==> config.mk <==
export PLATFORM = sky130hd
export DESIGN_NAME = input_channel_buffers_flat
export DESIGN_NICKNAME = d
export VERILOG_FILES = /design/src/rtl/input_channel_buffers_pkg.sv /design/src/rtl/input_channel_buffers_if.sv /design/src/rtl/input_channel_buffers_channel_fifo.sv /design/src/rtl/input_channel_buffers.sv /design/src/flat_wrapper.sv
export SDC_FILE = /design/constraint.sdc
export NUM_CORES = 1
export LEC_CHECK = 0
export CAP_MARGIN = 20
export CORE_ASPECT_RATIO = 1.1
export CORE_MARGIN = 2
export CORE_UTILIZATION = 30
export CTS_CLUSTER_SIZE = 24
export DETAILED_ROUTE_END_ITERATION = 8
export PLACE_DENSITY = 0.54
export SLEW_MARGIN = 20
export SYNTH_ARGS = -nofsm -noshare
export SYNTH_HDL_FRONTEND = slang
export SYNTH_SLANG_ARGS = --single-unit
==> constraint.sdc <==
create_clock -name clock -period 1.94 [get_ports clock]
set_input_delay 0.485 -clock clock [delete_from_list [all_inputs] [get_ports clock]]
set_output_delay 0.485 -clock clock [all_outputs]
set_load 0.05 [all_outputs]
==> src/rtl/input_channel_buffers_pkg.sv <==
// Shared types and defaults for the PE input channel buffers.
// Defaults are sized for a 4-channel PE with 32-bit words and 4-bit tags.
package input_channel_buffers_pkg;

  localparam int TIA_NUM_INPUT_CHANNELS   = 4;
  localparam int TIA_WORD_WIDTH           = 32;
  localparam int TIA_TAG_WIDTH            = 4;
  localparam int TIA_CHANNEL_BUFFER_DEPTH = 4;

  typedef struct packed {
    logic [TIA_TAG_WIDTH-1:0]  tag;
    logic [TIA_WORD_WIDTH-1:0] word;
  } channel_entry_t;

  // Pointer advance with an explicit wrap, so DEPTH need not be a power of two.
  function automatic int unsigned wrap_inc(input int unsigned ptr, input int unsigned depth);
    return (ptr == depth - 1) ? 0 : ptr + 1;
  endfunction

endpackage

==> src/rtl/input_channel_buffers_if.sv <==
// Channel-side bus of the input channel buffers: upstream link handshake plus the
// head/dequeue view used by trigger resolution and source fetch.
interface input_channel_buffers_if
  import input_channel_buffers_pkg::*;
#(
  parameter int NUM_CHANNELS = TIA_NUM_INPUT_CHANNELS,
  parameter int WORD_WIDTH   = TIA_WORD_WIDTH,
  parameter int TAG_WIDTH    = TIA_TAG_WIDTH
);

  // Handshake: a word transfers on channel c at a rising edge where upstream_valid[c] and
  // upstream_ready[c] are both high; the sender holds data/tag stable while valid && !ready.
  logic [NUM_CHANNELS-1:0]                 upstream_valid;
  logic [NUM_CHANNELS-1:0][WORD_WIDTH-1:0] upstream_data;
  logic [NUM_CHANNELS-1:0][TAG_WIDTH-1:0]  upstream_tag;
  logic [NUM_CHANNELS-1:0]                 upstream_ready;
  logic [NUM_CHANNELS-1:0]                 dequeue;
  logic [NUM_CHANNELS-1:0][WORD_WIDTH-1:0] input_channel_data;
  logic [NUM_CHANNELS-1:0][TAG_WIDTH-1:0]  input_channel_tag;
  logic [NUM_CHANNELS-1:0]                 input_channel_empty;

  modport master (
    output upstream_valid, upstream_data, upstream_tag, dequeue,
    input  upstream_ready, input_channel_data, input_channel_tag, input_channel_empty
  );

  modport slave (
    input  upstream_valid, upstream_data, upstream_tag, dequeue,
    output upstream_ready, input_channel_data, input_channel_tag, input_channel_empty
  );

endinterface

==> src/rtl/input_channel_buffers_channel_fifo.sv <==
// Single-channel tagged FIFO: unreset storage, wrapping pointers, registered occupancy.
// Head is a combinational read of the oldest entry, forced to zero when empty.
module channel_fifo
  import input_channel_buffers_pkg::*;
#(
  parameter int DEPTH      = TIA_CHANNEL_BUFFER_DEPTH,
  parameter int WORD_WIDTH = TIA_WORD_WIDTH,
  parameter int TAG_WIDTH  = TIA_TAG_WIDTH
) (
  input  logic                  clock,
  input  logic                  reset,
  input  logic                  push_valid,
  input  logic [WORD_WIDTH-1:0] push_word,
  input  logic [TAG_WIDTH-1:0]  push_tag,
  output logic                  push_ready,
  input  logic                  pop,
  output logic [WORD_WIDTH-1:0] head_word,
  output logic [TAG_WIDTH-1:0]  head_tag,
  output logic                  empty
);

  localparam int PW = $clog2(DEPTH);
  localparam int CW = $clog2(DEPTH + 1);

  typedef struct packed {
    logic [TAG_WIDTH-1:0]  tag;
    logic [WORD_WIDTH-1:0] word;
  } entry_t;

  entry_t        mem [DEPTH];
  entry_t        head;
  logic [PW-1:0] wr_ptr;
  logic [PW-1:0] rd_ptr;
  logic [CW-1:0] count;
  logic          do_push;
  logic          do_pop;

  // Ready depends only on the registered count, never on this cycle's pop.
  assign push_ready = (count != CW'(DEPTH));
  assign empty      = (count == '0);
  assign do_push    = push_valid && push_ready;
  assign do_pop     = pop && !empty;

  always_ff @(posedge clock) begin
    if (do_push) begin
      mem[wr_ptr] <= '{tag: push_tag, word: push_word};
    end
  end

  always_ff @(posedge clock or posedge reset) begin
    if (reset) begin
      wr_ptr <= '0;
      rd_ptr <= '0;
      count  <= '0;
    end else begin
      if (do_push) begin
        wr_ptr <= PW'(wrap_inc(int'(wr_ptr), DEPTH));
      end
      if (do_pop) begin
        rd_ptr <= PW'(wrap_inc(int'(rd_ptr), DEPTH));
      end
      case ({do_push, do_pop})
        2'b10:   count <= count + 1'b1;
        2'b01:   count <= count - 1'b1;
        default: count <= count;
      endcase
    end
  end

  assign head      = mem[rd_ptr];
  assign head_word = empty ? '0 : head.word;
  assign head_tag  = empty ? '0 : head.tag;

endmodule

==> src/rtl/input_channel_buffers.sv <==
// Per-channel input FIFOs between the interconnect and the PE datapath, plus the registered
// dequeue-on-empty flag. Optional per-channel stall counters: TIA_INPUT_CHANNEL_STALL_COUNT_EN.
module input_channel_buffers
  import input_channel_buffers_pkg::*;
#(
  parameter int NUM_CHANNELS = TIA_NUM_INPUT_CHANNELS,
  parameter int DEPTH        = TIA_CHANNEL_BUFFER_DEPTH,
  parameter int WORD_WIDTH   = TIA_WORD_WIDTH,
  parameter int TAG_WIDTH    = TIA_TAG_WIDTH
) (
  input  logic                     clock,
  input  logic                     reset,
  input_channel_buffers_if.slave   bus,
  output logic                     dequeue_error
`ifdef TIA_INPUT_CHANNEL_STALL_COUNT_EN
  , output logic [NUM_CHANNELS-1:0][31:0] stall_count
`endif
);

  logic [NUM_CHANNELS-1:0]                 ready;
  logic [NUM_CHANNELS-1:0]                 empty;
  logic [NUM_CHANNELS-1:0][WORD_WIDTH-1:0] head_word;
  logic [NUM_CHANNELS-1:0][TAG_WIDTH-1:0]  head_tag;

  for (genvar c = 0; c < NUM_CHANNELS; c++) begin : g_channel
    channel_fifo #(
      .DEPTH      (DEPTH),
      .WORD_WIDTH (WORD_WIDTH),
      .TAG_WIDTH  (TAG_WIDTH)
    ) u_fifo (
      .clock      (clock),
      .reset      (reset),
      .push_valid (bus.upstream_valid[c]),
      .push_word  (bus.upstream_data[c]),
      .push_tag   (bus.upstream_tag[c]),
      .push_ready (ready[c]),
      .pop        (bus.dequeue[c]),
      .head_word  (head_word[c]),
      .head_tag   (head_tag[c]),
      .empty      (empty[c])
    );
  end

  assign bus.upstream_ready      = ready;
  assign bus.input_channel_empty = empty;
  assign bus.input_channel_data  = head_word;
  assign bus.input_channel_tag   = head_tag;

  // Any channel asked to pop while holding nothing raises the flag for one cycle.
  always_ff @(posedge clock or posedge reset) begin
    if (reset) begin
      dequeue_error <= 1'b0;
    end else begin
      dequeue_error <= |(bus.dequeue & empty);
    end
  end

`ifdef TIA_INPUT_CHANNEL_STALL_COUNT_EN
  always_ff @(posedge clock or posedge reset) begin
    if (reset) begin
      stall_count <= '0;
    end else begin
      for (int c = 0; c < NUM_CHANNELS; c++) begin
        if (bus.upstream_valid[c] && !ready[c] && (stall_count[c] != '1)) begin
          stall_count[c] <= stall_count[c] + 32'd1;
        end
      end
    end
  end
`endif

endmodule
==> src/flat_wrapper.sv <==
// flat-port wrapper written by rule: the top's interface ports become plain ports
module input_channel_buffers_flat import input_channel_buffers_pkg::*;
#(
  parameter int NUM_CHANNELS = TIA_NUM_INPUT_CHANNELS,
  parameter int DEPTH        = TIA_CHANNEL_BUFFER_DEPTH,
  parameter int WORD_WIDTH   = TIA_WORD_WIDTH,
  parameter int TAG_WIDTH    = TIA_TAG_WIDTH
)
  (clock, reset, dequeue_error, bus_upstream_valid, bus_upstream_data, bus_upstream_tag, bus_dequeue, bus_upstream_ready, bus_input_channel_data, bus_input_channel_tag, bus_input_channel_empty);
  input_channel_buffers_if #(.NUM_CHANNELS(NUM_CHANNELS), .WORD_WIDTH(WORD_WIDTH), .TAG_WIDTH(TAG_WIDTH)) bus_i ();
  input  logic clock;
  input  logic reset;
  output logic dequeue_error;
  input wire logic [$bits(bus_i.upstream_valid)-1:0] bus_upstream_valid;
  input wire logic [$bits(bus_i.upstream_data)-1:0] bus_upstream_data;
  input wire logic [$bits(bus_i.upstream_tag)-1:0] bus_upstream_tag;
  input wire logic [$bits(bus_i.dequeue)-1:0] bus_dequeue;
  output wire logic [$bits(bus_i.upstream_ready)-1:0] bus_upstream_ready;
  output wire logic [$bits(bus_i.input_channel_data)-1:0] bus_input_channel_data;
  output wire logic [$bits(bus_i.input_channel_tag)-1:0] bus_input_channel_tag;
  output wire logic [$bits(bus_i.input_channel_empty)-1:0] bus_input_channel_empty;
  assign bus_i.upstream_valid = bus_upstream_valid;
  assign bus_i.upstream_data = bus_upstream_data;
  assign bus_i.upstream_tag = bus_upstream_tag;
  assign bus_i.dequeue = bus_dequeue;
  assign bus_upstream_ready = bus_i.upstream_ready;
  assign bus_input_channel_data = bus_i.input_channel_data;
  assign bus_input_channel_tag = bus_i.input_channel_tag;
  assign bus_input_channel_empty = bus_i.input_channel_empty;
  input_channel_buffers #(.NUM_CHANNELS(NUM_CHANNELS), .DEPTH(DEPTH), .WORD_WIDTH(WORD_WIDTH), .TAG_WIDTH(TAG_WIDTH)) u_core (.clock(clock), .reset(reset), .bus(bus_i), .dequeue_error(dequeue_error));
endmodule
# --- Word level (Yosys, flattened, before mapping) ---
# Memories as Yosys holds them, arrays and structs flattened.
# Cells that the tools add are included.
word_totals:
  register_bits: 29
  output_inout_bits: 153
  ramBits: 576
  wordCells: 103
  mem_count: 4
op_classes:
  n_mux: 28
  n_bitwise: 1
  n_addsub: 16
  eq_ne: 20
  n_reduce_logical: 21
mem_list:
  columns: ["name", "words", "width", "read_ports", "rd_ports_with_merged_regs", "wr", "line_no", "text"]
  rows:
  - ["u_core.g_channel[0].u_fifo.mem", 4, 36, 1, 0, 1, "input_channel_buffers_channel_fifo.sv:30", "entry_t mem [DEPTH];"]
  - ["u_core.g_channel[1].u_fifo.mem", 4, 36, 1, 0, 1, "input_channel_buffers_channel_fifo.sv:30", null]
  - ["u_core.g_channel[2].u_fifo.mem", 4, 36, 1, 0, 1, "input_channel_buffers_channel_fifo.sv:30", null]
  - ["u_core.g_channel[3].u_fifo.mem", 4, 36, 1, 0, 1, "input_channel_buffers_channel_fifo.sv:30", null]
op_table:
  columns: ["cell", "n"]
  rows:
  - ["$mux W32", 4]
  - ["$eq A2 B2 Y1 const B", 12]
  - ["$pmux W3 S2", 4]
  - ["$add A2 B1 Y2 const B", 8]
  - ["$mux W2", 8]
  - ["$mux W4", 4]
  - ["$add A3 B1 Y3 const B", 4]
  - ["$logic_not A3 Y1", 4]
  - ["$ne A3 B3 Y1 const B", 4]
  - ["$sub A3 B1 Y3 const B", 4]
  - ["$eq A2 B1 Y1 const B", 4]
  - ["$logic_and A1 B1 Y1", 8]
  - ["$mux W1", 8]
  - ["$reduce_bool A2 Y1", 4]
  - ["$and A4 B4 Y4", 1]
  - ["$logic_not A1 Y1", 4]
  - ["$reduce_or A4 Y1", 1]

# --- Longest topological paths before layout ---
depth:
  word_depth: 5
  mapped_depth: 9

# --- Modules after synthesis ---
# A second synthesis with hierarchy kept.
hier_totals:
  cells_unflattened: 1077
  area_unflattened_um2: 23700.2
by_module_without_submodules:
  columns: ["module", "n_inst", "cells_per_inst", "seq_area_each_um2", "area_each_um2"]
  rows:
  - ["channel_fifo", 4, 268, 4499.3, 5913.2]
  - ["input_channel_buffers", 1, 5, 25.0, 47.5]

# --- Worst setup path after synthesis ---
# OpenSTA, ideal clock, no wires.
synth_timing:
  path_kind: "reg2out"
  start: "register u_core.g_channel[1].u_fifo.rd_ptr[0]"
  end: "output port bus_input_channel_data[36]"
  stages_incl_launch_ff: 5
  path_buffers: 2
  t_arrival_ns: 1.727
  slack_ns: -0.272
  required_time_ns: 1.455
  cell_sequence: "dfrtp_1 > buf_6 > buf_6 > mux4_2 > nor2b_1"
synth_via:
  elab_chain_len: 2
synth_lines:
  columns: ["item", "line_no", "text"]
  rows:
  - ["from (decl)", "input_channel_buffers_channel_fifo.sv:33", "logic [PW-1:0] rd_ptr;"]
  - ["from (signal assigned)", "input_channel_buffers_channel_fifo.sv:60", "rd_ptr <= PW'(wrap_inc(int'(rd_ptr), DEPTH));"]
  - ["$mem_v2 Z4 W36", null, null]
  - ["$mux W32", "input_channel_buffers_channel_fifo.sv:71", "assign head_word = empty ? '0 : head.word;"]
  - ["to (decl)", "flat_wrapper.sv:19", "output wire logic [$bits(bus_i.input_channel_data)-1:0] bus_input_channel_data;"]
# No other way between the ends.

# --- Worst setup path in the final report ---
layout_timing:
  start: "register u_core.g_channel[2].u_fifo.rd_ptr[0]"
  end: "output port bus_input_channel_data[82]"
layout_via:
  elab_chain_len: 2
layout_lines:
  columns: ["item", "line_no"]
  rows:
  - ["from (decl)", "input_channel_buffers_channel_fifo.sv:33"]
  - ["from (signal assigned)", "input_channel_buffers_channel_fifo.sv:60"]
  - ["$mem_v2 Z4 W36", null]
  - ["$mux W32", "input_channel_buffers_channel_fifo.sv:71"]
# No other way between the ends.

==> flow_metrics.py <==
metrics = {
    "status": {
        "run_status": "finished, violations left",
        "failed_checks": "negative setup slack",
    },
    "global_routing": {
        "grt-ovfl-total": 0,
        "first_global_vias": 13200,
        "met1_usage_pct": 15.5,
        "met2_usage_pct": 24.0,
        "track_usage_pct": 13.1,
        "use_met3_pct": 3.05,
        "grt_max_degree": 35,
        "grt_busiest_layer": "met2",
        "grt_antenna_before_repair": 3,
        "grt_pass1_wl_um": 80500,
    },
    "timing": {
        "relSlewSlack_pct": 81.0,
        "rsz0062_at_grt": "true",
        "min_period_over_period_pct": 135,
        "hold_viol": 0,
        "setup_ws_ns": -0.679,
        "worst_clock_skew_ns": 0.0342,
        "period_minus_slack_ns": 2.62,
        "fin_setup_tns_ns": -91.74,
        "setup_viol": 159,
        "tightest_slew_ns": 0.285,
        "drv_slew": 0,
        "maxClockFrequency_mhz": 382,
    },
    "synthesis": {
        "yosys.area_share.simple_pct": 5.26,
        "ys_ff_latch": 605,
        "postSynthAreaPerCell_um2": 22.0,
        "synth_area_leaders": "edfxtp_1, mux4_2, nor2b_1, dfrtp_1, ha_1",
        "synth_compound_area_share_pct": 0.0632,
        "synth_top_family_by_area": "multiplexers",
        "synth_fa_ha_area_share_pct": 1.60,
        "synth_commonest_cells": "edfxtp_1, mux4_2, nor2b_1",
        "synth_warnings": 0,
        "ys.flop_type": "edfxtp_1",
        "synth.distinct_cells": 25,
        "synth.most_common_cell": "edfxtp_1",
        "yosysTopAreaCellShare_pct": 72.8,
        "synth_edf_count": 576,
        "synth.cell_area_um2": 23700,
        "netlist_instances": 1081,
        "synth_nets": 1263,
        "yosysSeqAreaShare_pct": 75.9,
        "synthArstFlopShare_pct": 4.79,
        "synth_mux_area_share_pct": 14.7,
        "synthXorXnorAreaFrac_pct": 0.443,
        "yosys.area.top_type": "edfxtp_1",
    },
    "clocking": {
        "cts_tree": "yes",
        "cts_root_buf": "clkbuf_16",
        "clk_pin_slew_ns": 0.06,
        "h-tree-depth": 3,
        "clk_path_buf_depth": 3,
        "cts_made_buffers": 66,
        "numClockSinks": 605,
        "clk_latency_ns": 0.59,
    },
    "place": {
        "hpwl_um": 35200,
        "port_buffers": 306,
        "place.gp.congestion": 0.704,
        "dpl_cell_area_um2": 31100,
    },
    "detailed_routing": {
        "wl_per_cell_um": 20.3,
        "drc": 0,
        "drtIter0Drc": 657,
        "drtPass1Iterations": 4,
        "ant_nets": 0,
        "vias": 11800,
        "drt-total-wl_um": 54300,
        "vias_per_cell": 4.42,
    },
    "power_and_ir_drop": {
        "p_seq_share_pct": 26.5,
        "power_switching_mw": 24.3,
        "power_frac_comb_pct": 55.3,
        "power_leakage_nw": 12.5,
        "switching_share_pct": 35.7,
        "clockPowerShare_pct": 18.2,
        "power_density_nw_per_um2": 1970,
        "internal-power_mw": 43.8,
        "peakVddDrop_mv": 1.31,
    },
    "finish": {
        "design_area_um2": 34700,
        "area_growth_pct": 46.0,
        "drive_gt1_share_pct": 47.3,
        "final_nets": 1765,
        "nFillCells": 6781,
    },
    "worst_setup_path": {
        "cp_max_fo": 6,
        "crit_family": "multiplexers",
        "critical_path.slowest_cell": "mux4_2",
        "critical_path_class": "register to output pin",
        "required_ns": 1.45,
        "cp-start-kind": "register",
        "cp_num_buf_inv": 3,
        "cp_common_cell": "buf_12",
        "worstPathArrival_ns": 2.13,
        "max_stage_delay_ns": 0.50,
        "path_cells": "buf_4 -> buf_12 -> mux4_2 -> and2b_4 -> buf_12",
        "cp-end-kind": "output pin",
    },
    "die": {
        "start_util_pct": 30.2,
        "die_w_um": 272,
        "fp-row-count": 108,
        "die_height_um": 299,
        "core-area_um2": 78600,
        "dieArea_um2": 81400,
        "ioPinCount": 307,
    },
    "flow_run": {
        "drv_cap": 0,
    },
    "worst_hold_path": {
        "hold_class": "primary input to async pin",
    },
}
==> layout make-up <==
cell class	instances	area [um^2]	share of cell area (%)
Antenna cell	1	2.50	0.00722
Clock buffer	80	1760	5.07
Clock inverter	36	398	1.15
Inverter	25	98.8	0.285
Multi-Input combinational cell	395	6250	18.0
Sequential cell	605	18000	52.0
Tap cell	1045	1310	3.77
Timing Repair Buffer	490	6820	19.7
==> worst paths after layout <==
check | endpoint | slack [ns] | depth (start not counted) | from
setup reg to reg | u_core.g_channel[1].u_fifo.count[2] | -0.17 | 10 | u_core.g_channel[1].u_fifo.count[1]
max in group asynchronous | u_core.g_channel[2].u_fifo.rd_ptr[0] | 1.47 | 3 | reset
hold reg to reg | u_core.g_channel[2].u_fifo.count[2] | 0.57 | 2 | u_core.g_channel[2].u_fifo.count[2]
hold / removal | u_core.g_channel[0].u_fifo.rd_ptr[0] | 0.24 | 3 | reset
min in group clock | u_core.g_channel[1].u_fifo.mem[2][7] | 0.52 | 1 | bus_upstream_data[39]
setup / recovery | bus_input_channel_data[82] | -0.68 | 5 | u_core.g_channel[2].u_fifo.rd_ptr[0]
==> worst reg2reg max path, stage by stage (launching register included) <==
cell	delay (ns)
dfrtp_1	0.39
buf_4	0.13
or3b_4	0.38
and2_4	0.17
inv_2	0.06
ha_4	0.13
inv_2	0.03
fa_2	0.32
xor2_1	0.14
nor2_1	0.11
xor2_1	0.16
==> cell usage in the layout (no fill, tap or decap), types with 6 or more instances in the layout <==
master	netlist	layout
edfxtp_1	576	576
buf_12	0	183
clkdlybuf4s50_1	0	153
mux4_2	144	144
nor2b_4	0	118
buf_4	12	82
clkbuf_16	0	75
buf_6	9	54
dfrtp_1	29	24
ha_1	24	20
inv_1	25	16
and2b_4	0	15
and3_2	16	15
clkinv_1	0	13
nor2_1	12	12
and2b_1	27	12
clkbuf_1	9	11
clkinv_2	0	10
mux2_2	8	8
mux2_4	8	8
xor2_1	8	8
bufinv_16	0	7
inv_2	0	6
buf_8	3	6
==> per-layer routing <==
layer	up-vias	routed length, um
li1	5336	-
met1	6198	21200
met2	231	29700
met3	58	2620
met4	2	722
met5	-	13
==> registers in the layout, indices dropped and copies added, names as in the netlist <==
name and count:
u_core.g_channel.u_fifo.mem 576, u_core.g_channel.u_fifo.count 12, u_core.g_channel.u_fifo.rd_ptr 8, u_core.g_channel.u_fifo.wr_ptr 8, u_core.dequeue_error 1
==> power by group through the flow <==
stage	logic [mW]	clock network (mW)	registers, mW
after CTS	37.4	12.8	18.1
after global routing	39.4	13.3	18.2
after floorplan	19.5	0	18.1
final	37.7	12.4	18.0
after detailed placement	34.7	0	18.4
after global placement	34.7	0	18.2
==> timing repair <==
item                                   in CTS  in global routing
pin swaps                                  17                  5
endpoints found under the hold margin       0                  0
setup buffers                              23                 25
resized for setup                         148                 35
gates cloned                                6                  7
setup endpoints to repair                 158                166
hold buffers                                0                  0
==> per-stage QoR <==
step | hold WS, ns | util (%) | power (mW) | std cells | setup slack [ns]
2_1_floorplan | 0.472 | - | 37.6 | 1081 | -0.119
3_3_place_gp | 0.541 | 39.5 | 52.9 | 2502 | -0.347
3_5_place_dp | 0.558 | 39.5 | 53.1 | 2502 | -0.380
4_1_cts | 0.207 | 43.5 | 68.3 | 2647 | -0.742
5_1_grt | 0.226 | 44.1 | 71.0 | 2676 | -0.771
6_report | 0.241 | 44.1 | 68.1 | 2677 | -0.679
==> kinds of logic after synthesis <==
kind of cell | count (synthesis)
AOI/OAI and AO/OA | 2
xor gates and xnor gates | 12
adders and majority gates | 28
buffers and inverters | 81
DFF | 605
muxes | 164
and+or+nand+nor | 189
Power figures use the tool's default switching activity.
